`config.mk`:
```
export PLATFORM = sky130hd
export DESIGN_NAME = multiplier_3bit_arbiter
export DESIGN_NICKNAME = d
export VERILOG_FILES = /design/src/rtl/multiplier_3bit_arbiter.sv
export SDC_FILE = /design/constraint.sdc
export NUM_CORES = 1
export LEC_CHECK = 0
export CAP_MARGIN = 40
export CORE_ASPECT_RATIO = 0.9
export CORE_MARGIN = 10
export CORE_UTILIZATION = 31
export CTS_CLUSTER_SIZE = 20
export DETAILED_ROUTE_END_ITERATION = 12
export HOLD_SLACK_MARGIN = 0.03
export PLACE_DENSITY_LB_ADDON = 0.08
export SETUP_SLACK_MARGIN = 0.05
export SYNTH_ARGS = -nofsm -noshare
export SYNTH_HDL_FRONTEND = slang
export SYNTH_SLANG_ARGS = --single-unit
```
`constraint.sdc`:
```
create_clock -name clk -period 2.4 [get_ports clk]
set_input_delay 0.6 -clock clk [delete_from_list [all_inputs] [get_ports clk]]
set_output_delay 0.6 -clock clk [all_outputs]
set_load 0.02 [all_outputs]
```
`src/rtl/multiplier_3bit_arbiter.sv`:
```
// Two-requester front end for a shared 3x3 unsigned multiplier: round-robin
// arbitration, one-cycle compute, and a held response slot per requester.

module multiplier_3bit (
  input  logic [2:0] a_i,
  input  logic [2:0] b_i,
  output logic [5:0] p_o
);
  assign p_o = {3'b000, a_i} * {3'b000, b_i};
endmodule

module multiplier_3bit_arbiter #(
  parameter bit PRIO_INIT = 1'b0
) (
  input  logic       clk,
  input  logic       rst,
  input  logic       req0_valid,
  input  logic [2:0] req0_a,
  input  logic [2:0] req0_b,
  output logic       req0_ready,
  input  logic       req1_valid,
  input  logic [2:0] req1_a,
  input  logic [2:0] req1_b,
  output logic       req1_ready,
  output logic       rsp0_valid,
  output logic [5:0] rsp0_p,
  input  logic       rsp0_ready,
  output logic       rsp1_valid,
  output logic [5:0] rsp1_p,
  input  logic       rsp1_ready,
  output logic       busy,
  output logic [7:0] done_count
);

  typedef enum logic {
    IDLE = 1'b0,
    CALC = 1'b1
  } state_t;

  state_t     state_q;
  logic       prio_q;
  logic       op_id_q;
  logic [2:0] op_a_q;
  logic [2:0] op_b_q;
  logic       rsp0_valid_q;
  logic       rsp1_valid_q;
  logic [5:0] rsp0_p_q;
  logic [5:0] rsp1_p_q;
  logic       busy_q;
  logic [7:0] cnt_q;

  logic       elig0_s;
  logic       elig1_s;
  logic       grant_v_s;
  logic       grant_id_s;
  logic [5:0] mult_p_s;

  multiplier_3bit u_mult (
    .a_i (op_a_q),
    .b_i (op_b_q),
    .p_o (mult_p_s)
  );

  // A requester with an unconsumed result is held off until its slot frees.
  assign elig0_s    = req0_valid & ~rsp0_valid_q;
  assign elig1_s    = req1_valid & ~rsp1_valid_q;
  assign grant_v_s  = (state_q == IDLE) & (elig0_s | elig1_s);
  assign grant_id_s = (elig0_s & elig1_s) ? prio_q : elig1_s;

  assign req0_ready = ~rst & grant_v_s & ~grant_id_s;
  assign req1_ready = ~rst & grant_v_s &  grant_id_s;

  assign rsp0_valid = rsp0_valid_q;
  assign rsp1_valid = rsp1_valid_q;
  assign rsp0_p     = rsp0_p_q;
  assign rsp1_p     = rsp1_p_q;
  assign busy       = busy_q;
  assign done_count = cnt_q;

  always_ff @(posedge clk) begin
    if (rst) begin
      state_q      <= IDLE;
      prio_q       <= PRIO_INIT;
      op_id_q      <= 1'b0;
      op_a_q       <= 3'd0;
      op_b_q       <= 3'd0;
      rsp0_valid_q <= 1'b0;
      rsp1_valid_q <= 1'b0;
      rsp0_p_q     <= 6'd0;
      rsp1_p_q     <= 6'd0;
      busy_q       <= 1'b0;
      cnt_q        <= 8'd0;
    end else begin
      // Consumption may coincide with an accept or a result for the other side.
      if (rsp0_valid_q && rsp0_ready) begin
        rsp0_valid_q <= 1'b0;
      end
      if (rsp1_valid_q && rsp1_ready) begin
        rsp1_valid_q <= 1'b0;
      end
      case (state_q)
        IDLE: begin
          if (grant_v_s) begin
            op_a_q  <= grant_id_s ? req1_a : req0_a;
            op_b_q  <= grant_id_s ? req1_b : req0_b;
            op_id_q <= grant_id_s;
            prio_q  <= ~grant_id_s;
            state_q <= CALC;
            busy_q  <= 1'b1;
          end else begin
            state_q <= IDLE;
            busy_q  <= 1'b0;
          end
        end
        CALC: begin
          if (op_id_q) begin
            rsp1_valid_q <= 1'b1;
            rsp1_p_q     <= mult_p_s;
          end else begin
            rsp0_valid_q <= 1'b1;
            rsp0_p_q     <= mult_p_s;
          end
          cnt_q   <= cnt_q + 8'd1;
          state_q <= IDLE;
          busy_q  <= 1'b0;
        end
        default: begin
          state_q <= IDLE;
          busy_q  <= 1'b0;
        end
      endcase
    end
  end

endmodule

```
### Word-level counts from Yosys, hierarchy flattened

Index checks and enable logic that the tools add are counted.

| word-level totals | value |
|---|---|
| logic and storage cells | 42 |
| bits in registers | 31 |

| cells by class | value |
|---|---|
| multiplexer cells | 11 |
| reduce and logical (&&, ||, !) cells | 5 |
| bitwise gates (word level) | 14 |
| add/sub/neg operators | 1 |
| multiply operators | 1 |

Operator list:

| operator | number |
|---|---|
| adder 8 x 1 -> 8 bit, second input constant | 1 |
| 2-to-1 mux 1 bit | 8 |
| AND 1 bit | 7 |
| multiplier 3 x 3 -> 6 bit | 1 |
| 2-to-1 mux 3 bit | 2 |
| inverter 1 bit | 6 |
| AND reduction 2 bit | 3 |
| logical AND 1 bit | 2 |
| one-hot mux 1 bit (2 select lines) | 1 |
| bitwise OR 1 bit | 1 |

### Logic depth before layout (Yosys ltp)

Gate-level depths: netlist of run 1.

| logic depth | value |
|---|---|
| word-level depth | 6 |
| depth in mapped cells | 9 |
| depth with buffers taken out | 9 |

### Modules after synthesis

Synthesis of run 1 repeated with hierarchy kept, for this count alone.

| second synthesis, totals | value |
|---|---|
| cells, all modules | 166 |
| area, all modules | 1491.4 sq um |

By module, submodules not included:

| module | times used | seq. area each (sq um) | cells each | area each (sq um) |
|---|---|---|---|---|
| multiplier_3bit_arbiter | 1 | 620.6 | 142 | 1295.0 |
| multiplier_3bit | 1 | 0.0 | 24 | 196.4 |

### Least setup slack after synthesis of run 1

Ideal clock, no wire load.

| timing | value |
|---|---|
| kind | input-to-output |
| from | input rst |
| to | output req1_ready |
| required time | 1.800 ns |
| stages on the path | 3 |
| path buffers | 0 |
| data arrival time | 1.583 ns |
| slack | 0.217 ns |
| cells stage by stage | nor4b_1 > nand2_1 > inv_1 |

| between the ends | value |
|---|---|
| cells in the longest elaborated chain, start to end | 3 |

Ends and longest elaborated chain:

| what | RTL line | source |
|---|---|---|
| start, declared | 16 | `input logic rst,` |
| inverter 1 bit | 71 | `assign req1_ready = ~rst & grant_v_s & grant_id_s;` |
| AND 1 bit (2 in series) | 71 |  |
| end, declared | 24 | `output logic req1_ready,` |

No other way between the ends.

### Worst setup path after layout of run 1

| timing | value |
|---|---|
| from | input req1_valid |
| to | output req1_ready |

| between the ends | value |
|---|---|
| cells in the longest elaborated chain, start to end | 5 |

Ends and longest elaborated chain:

| what | RTL line | source |
|---|---|---|
| start, declared | 21 | `input logic req1_valid,` |
| AND 1 bit (*) | 66 | `assign elig1_s = req1_valid & ~rsp1_valid_q;` |
| bitwise OR 1 bit | 67 | `assign grant_v_s = (state_q == IDLE) & (elig0_s \| elig1_s);` |
| AND 1 bit | 67 |  |
| AND 1 bit | 71 |  |
| AND 1 bit (*) | 71 |  |

Every way passes the cells marked *; elsewhere a longest branch is shown, timed or not.

==> results of run 1 <==
==> synthesized netlist by cell type, drive strengths merged <==
cell type	instances	share of area (%)
a211oi	5	2.7
a21o	1	0.53
a21oi	16	5.7
and2	2	0.89
buf	1	0.27
clkbuf	6	1.7
dfxtp	31	44
fa	2	2.8
ha	6	5.3
inv	12	3.2
mux2i	1	0.71
nand2	21	5.6
nand2b	5	2.2
nand3	16	5.7
nand3b	1	0.53
nand4	3	1.3
nor2	14	3.7
nor2b	1	0.44
nor4b	2	1.2
o21ai	4	1.4
o311ai	6	3.7
o31ai	1	0.53
or2	1	0.44
or3	2	0.89
or3b	1	0.62
or4b	1	0.71
xnor2	2	1.2
xor2	3	1.9
==> what timing repair did <==
item	CTS	global route
endpoints found under the setup margin	2	2
setup buffers	1	0
gates resized for setup	12	2
pin swaps	1	0
==> power breakdown <==
group	switching (W)	leakage (nW)	internal, W	total, W
Combinational	0.0000992	0.476	0.0000968	0.000196
Sequential	0.0000215	0.252	0.000541	0.000562
Clock	0.000194	0.0612	0.000336	0.000529
Total	0.000314	0.790	0.000973	0.00129
==> sequential cells by signal, summed over array words and instances (netlist names) <==
| name | count |
|---|---|
| busy | 1 |
| done_count | 8 |
| op_a_q | 3 |
| op_b_q | 3 |
| op_id_q | 1 |
| prio_q | 1 |
| rsp0_p | 6 |
| rsp0_valid | 1 |
| rsp1_p | 6 |
| rsp1_valid | 1 |
==> metal layers <==
metal / global-route usage (%) / share of wire [%] / up-vias
li1: - / - / 681
met1: 11.48 / 44 / 638
met2: 17.43 / 47 / 35
met3: 5.216 / 8.4 / 5
met4: 2.987 / 1.1 / 0
met5: 0 / 0 / -
==> path summary, 6_finish.rpt <==
path         cells past startpoint  slack, ps    endpoint
max                              5        120  req1_ready
min                              2        470   rsp0_p[4]
max reg2reg                      9        310   rsp0_p[4]
min reg2reg                      2        470   rsp0_p[4]
==> per-stage QoR <==
stage | utilization [%] | power [W] | instance area (um2) | cells
2_1_floorplan | - | 0.0006683 | 1410 | 167
3_5_place_dp | 44.13 | 0.0007649 | 1956 | 274
3_3_place_gp | 44.13 | 0.0007628 | 1956 | 274
5_1_grt | 47.49 | 0.001352 | 2105 | 283
4_1_cts | 47.23 | 0.001304 | 2093 | 283
6_report | 47.49 | 0.001288 | 2105 | 283
==> cell families (layout without fill, tap and decap cells) <==
family / Yosys count / in the layout
mux: 1 / 1
buf+inv: 19 / 73
flops: 31 / 31
fa+ha+maj: 8 / 8
xor+xnor: 5 / 5
simple gates: 70 / 70
compound gates: 33 / 33
==> critical path, delay by kind of cell <==
| kind | cells | cell delay, ps |
|---|---|---|
| simple gates | 2 | 390 |
| buf+inv | 3 | 680 |
==> final cells by class <==
type | count | area (um2) | share of cell area (%)
inverters | 12 | 45.04 | 2.140
flip-flops and latches | 31 | 620.6 | 29.49
well taps | 62 | 77.57 | 3.686
repair buffers | 53 | 500.5 | 23.78
clock inverters | 2 | 35.03 | 1.665
clock buffers | 6 | 82.58 | 3.924
multi-input cells | 117 | 743.2 | 35.32
==> impl_metrics.py, run 1 <==
metrics = {
    "place": {
        "dp_hpwl_mm": 3.072,
        "globalplace.congestion": 0.7850,
        "io_buffers": 42,
        "dp_slack_ps": -479.3,
    },
    "clocking": {
        "clk_latency_ps": 280,
        "cts_hold_buffers": 0,
        "cts_buffers": 5,
        "clock-sinks": 31,
        "clk_pin_slew_ps": 60,
        "cts_tree": "yes",
        "cts_buffer_depth": 2,
        "h-tree-depth": 2,
        "cts_root_buffer": "clkbuf_8",
    },
    "detailed_routing": {
        "vias": 1359,
        "drtIter0Drc": 68,
        "drcViolationCount": 0,
        "drt-vias-per-instance": 4.802,
        "detail-route-antenna-nets": 0,
        "wl_mm": 3.819,
        "drtPass1Iterations": 4,
        "wl_per_cell_um": 13.49,
    },
    "sta": {
        "slew_headroom_pct": 64.60,
        "finalHoldViolations": 0,
        "min_period_ps": 2276,
        "fin_ws_ps": 123.5,
        "rsz0062_at_grt": "yes",
        "fin_hold_ws_ps": 467.4,
        "clock_skew_ps": 9.314,
        "min_period_over_period_pct": 94.85,
        "slew_viol_final": 0,
        "setup_violations": 0,
        "tightest_slew_ps": 529.9,
        "clock.fmax_ghz": 0.4393,
        "fin_setup_tns_ps": 0,
    },
    "finish": {
        "drive_gt1_share_pct": 11.76,
        "layout_common_cells": "38 x clkdlybuf4s50_1, 31 x dfxtp_1, 20 x nand2_1, 16 x a21oi_1, 16 x nand3_1",
        "diodes": 0,
        "n_fill_cell": 449,
        "fin_nets": 246,
        "syn_to_final_growth_pct": 49.25,
        "final_common_cell": "clkdlybuf4s50_1",
    },
    "worst_setup_path": {
        "crit_chain": "clkdlybuf4s50_1 -> nor4b_2 -> nand2_2 -> inv_1 -> buf_2",
        "cpMaxStageDelayCell": "clkdlybuf4s50_1",
        "start_kind": "input port",
        "worst-endpoint-arrival_ps": 1680,
        "endpoint_kind": "output pin",
        "slowest_delay_ps": 470,
        "worstSetupPathType": "input port to output pin",
        "cp.required_ps": 1800,
        "rr_startpoint": "op_a_q[0]",
        "critPathLaunch": "req1_valid",
        "cp_max_fo": 2,
    },
    "global_route": {
        "grt-ovfl-total": 0,
        "grt_pass1_vias": 1426,
        "antenna_found_initial": 0,
        "grt_max_degree": 19,
        "grt_pass1_wl_mm": 6.644,
        "globalRouteTotalUtil_pct": 10.48,
    },
    "power_and_ir_drop": {
        "p_leak_nw": 0.7896,
        "power.density_nw_per_um2": 611.9,
        "peakVddDrop_mv": 0.3701,
    },
    "synthesis": {
        "netlist_instances": 167,
        "syn-mean-instance-area_um2": 8.444,
        "synthAdderAreaFrac_pct": 8.163,
        "ys_types": 29,
        "mappedNetlistArea_um2": 1410,
        "synthMuxAreaShare_pct": 0.7098,
        "yosys.area_share.simple_pct": 24.31,
        "synth_xor_area_share_pct": 3.106,
        "syn-num-nets": 193,
        "seq_area_frac_synth_pct": 44.01,
        "synth_compound_area_share_pct": 14.55,
        "ys_warn_count": 0,
        "synth_top_family_by_area": "simple AND/OR/NAND/NOR gates",
        "synth-seq-cells": 31,
    },
    "floorplan": {
        "fp.dieArea_um2": 7650,
        "die_w_um": 91.09,
        "dieHeight_um": 83.99,
        "coreArea_um2": 4432,
        "ios": 43,
        "rows": 23,
        "initial_utilization_pct": 31.82,
    },
    "min_path": {
        "hold_path_class": "register to register",
        "min_from": "rsp0_p[4]",
    },
    "outcome": {
        "status": "finished clean",
    },
    "run": {
        "max-cap-violations": 0,
    },
}
Power figures use the tool's default switching activity.
==> run 2: changes to the inputs <==
--- a/config.mk
+++ b/config.mk
@@ -14,6 +14,7 @@
 export HOLD_SLACK_MARGIN = 0.03
 export PLACE_DENSITY_LB_ADDON = 0.08
 export SETUP_SLACK_MARGIN = 0.05
+export SLEW_MARGIN = 10
 export SYNTH_ARGS = -nofsm -noshare
 export SYNTH_HDL_FRONTEND = slang
 export SYNTH_SLANG_ARGS = --single-unit
==> results of run 2 <==
Final layout, timing and power as in run 1 (identical DEF).
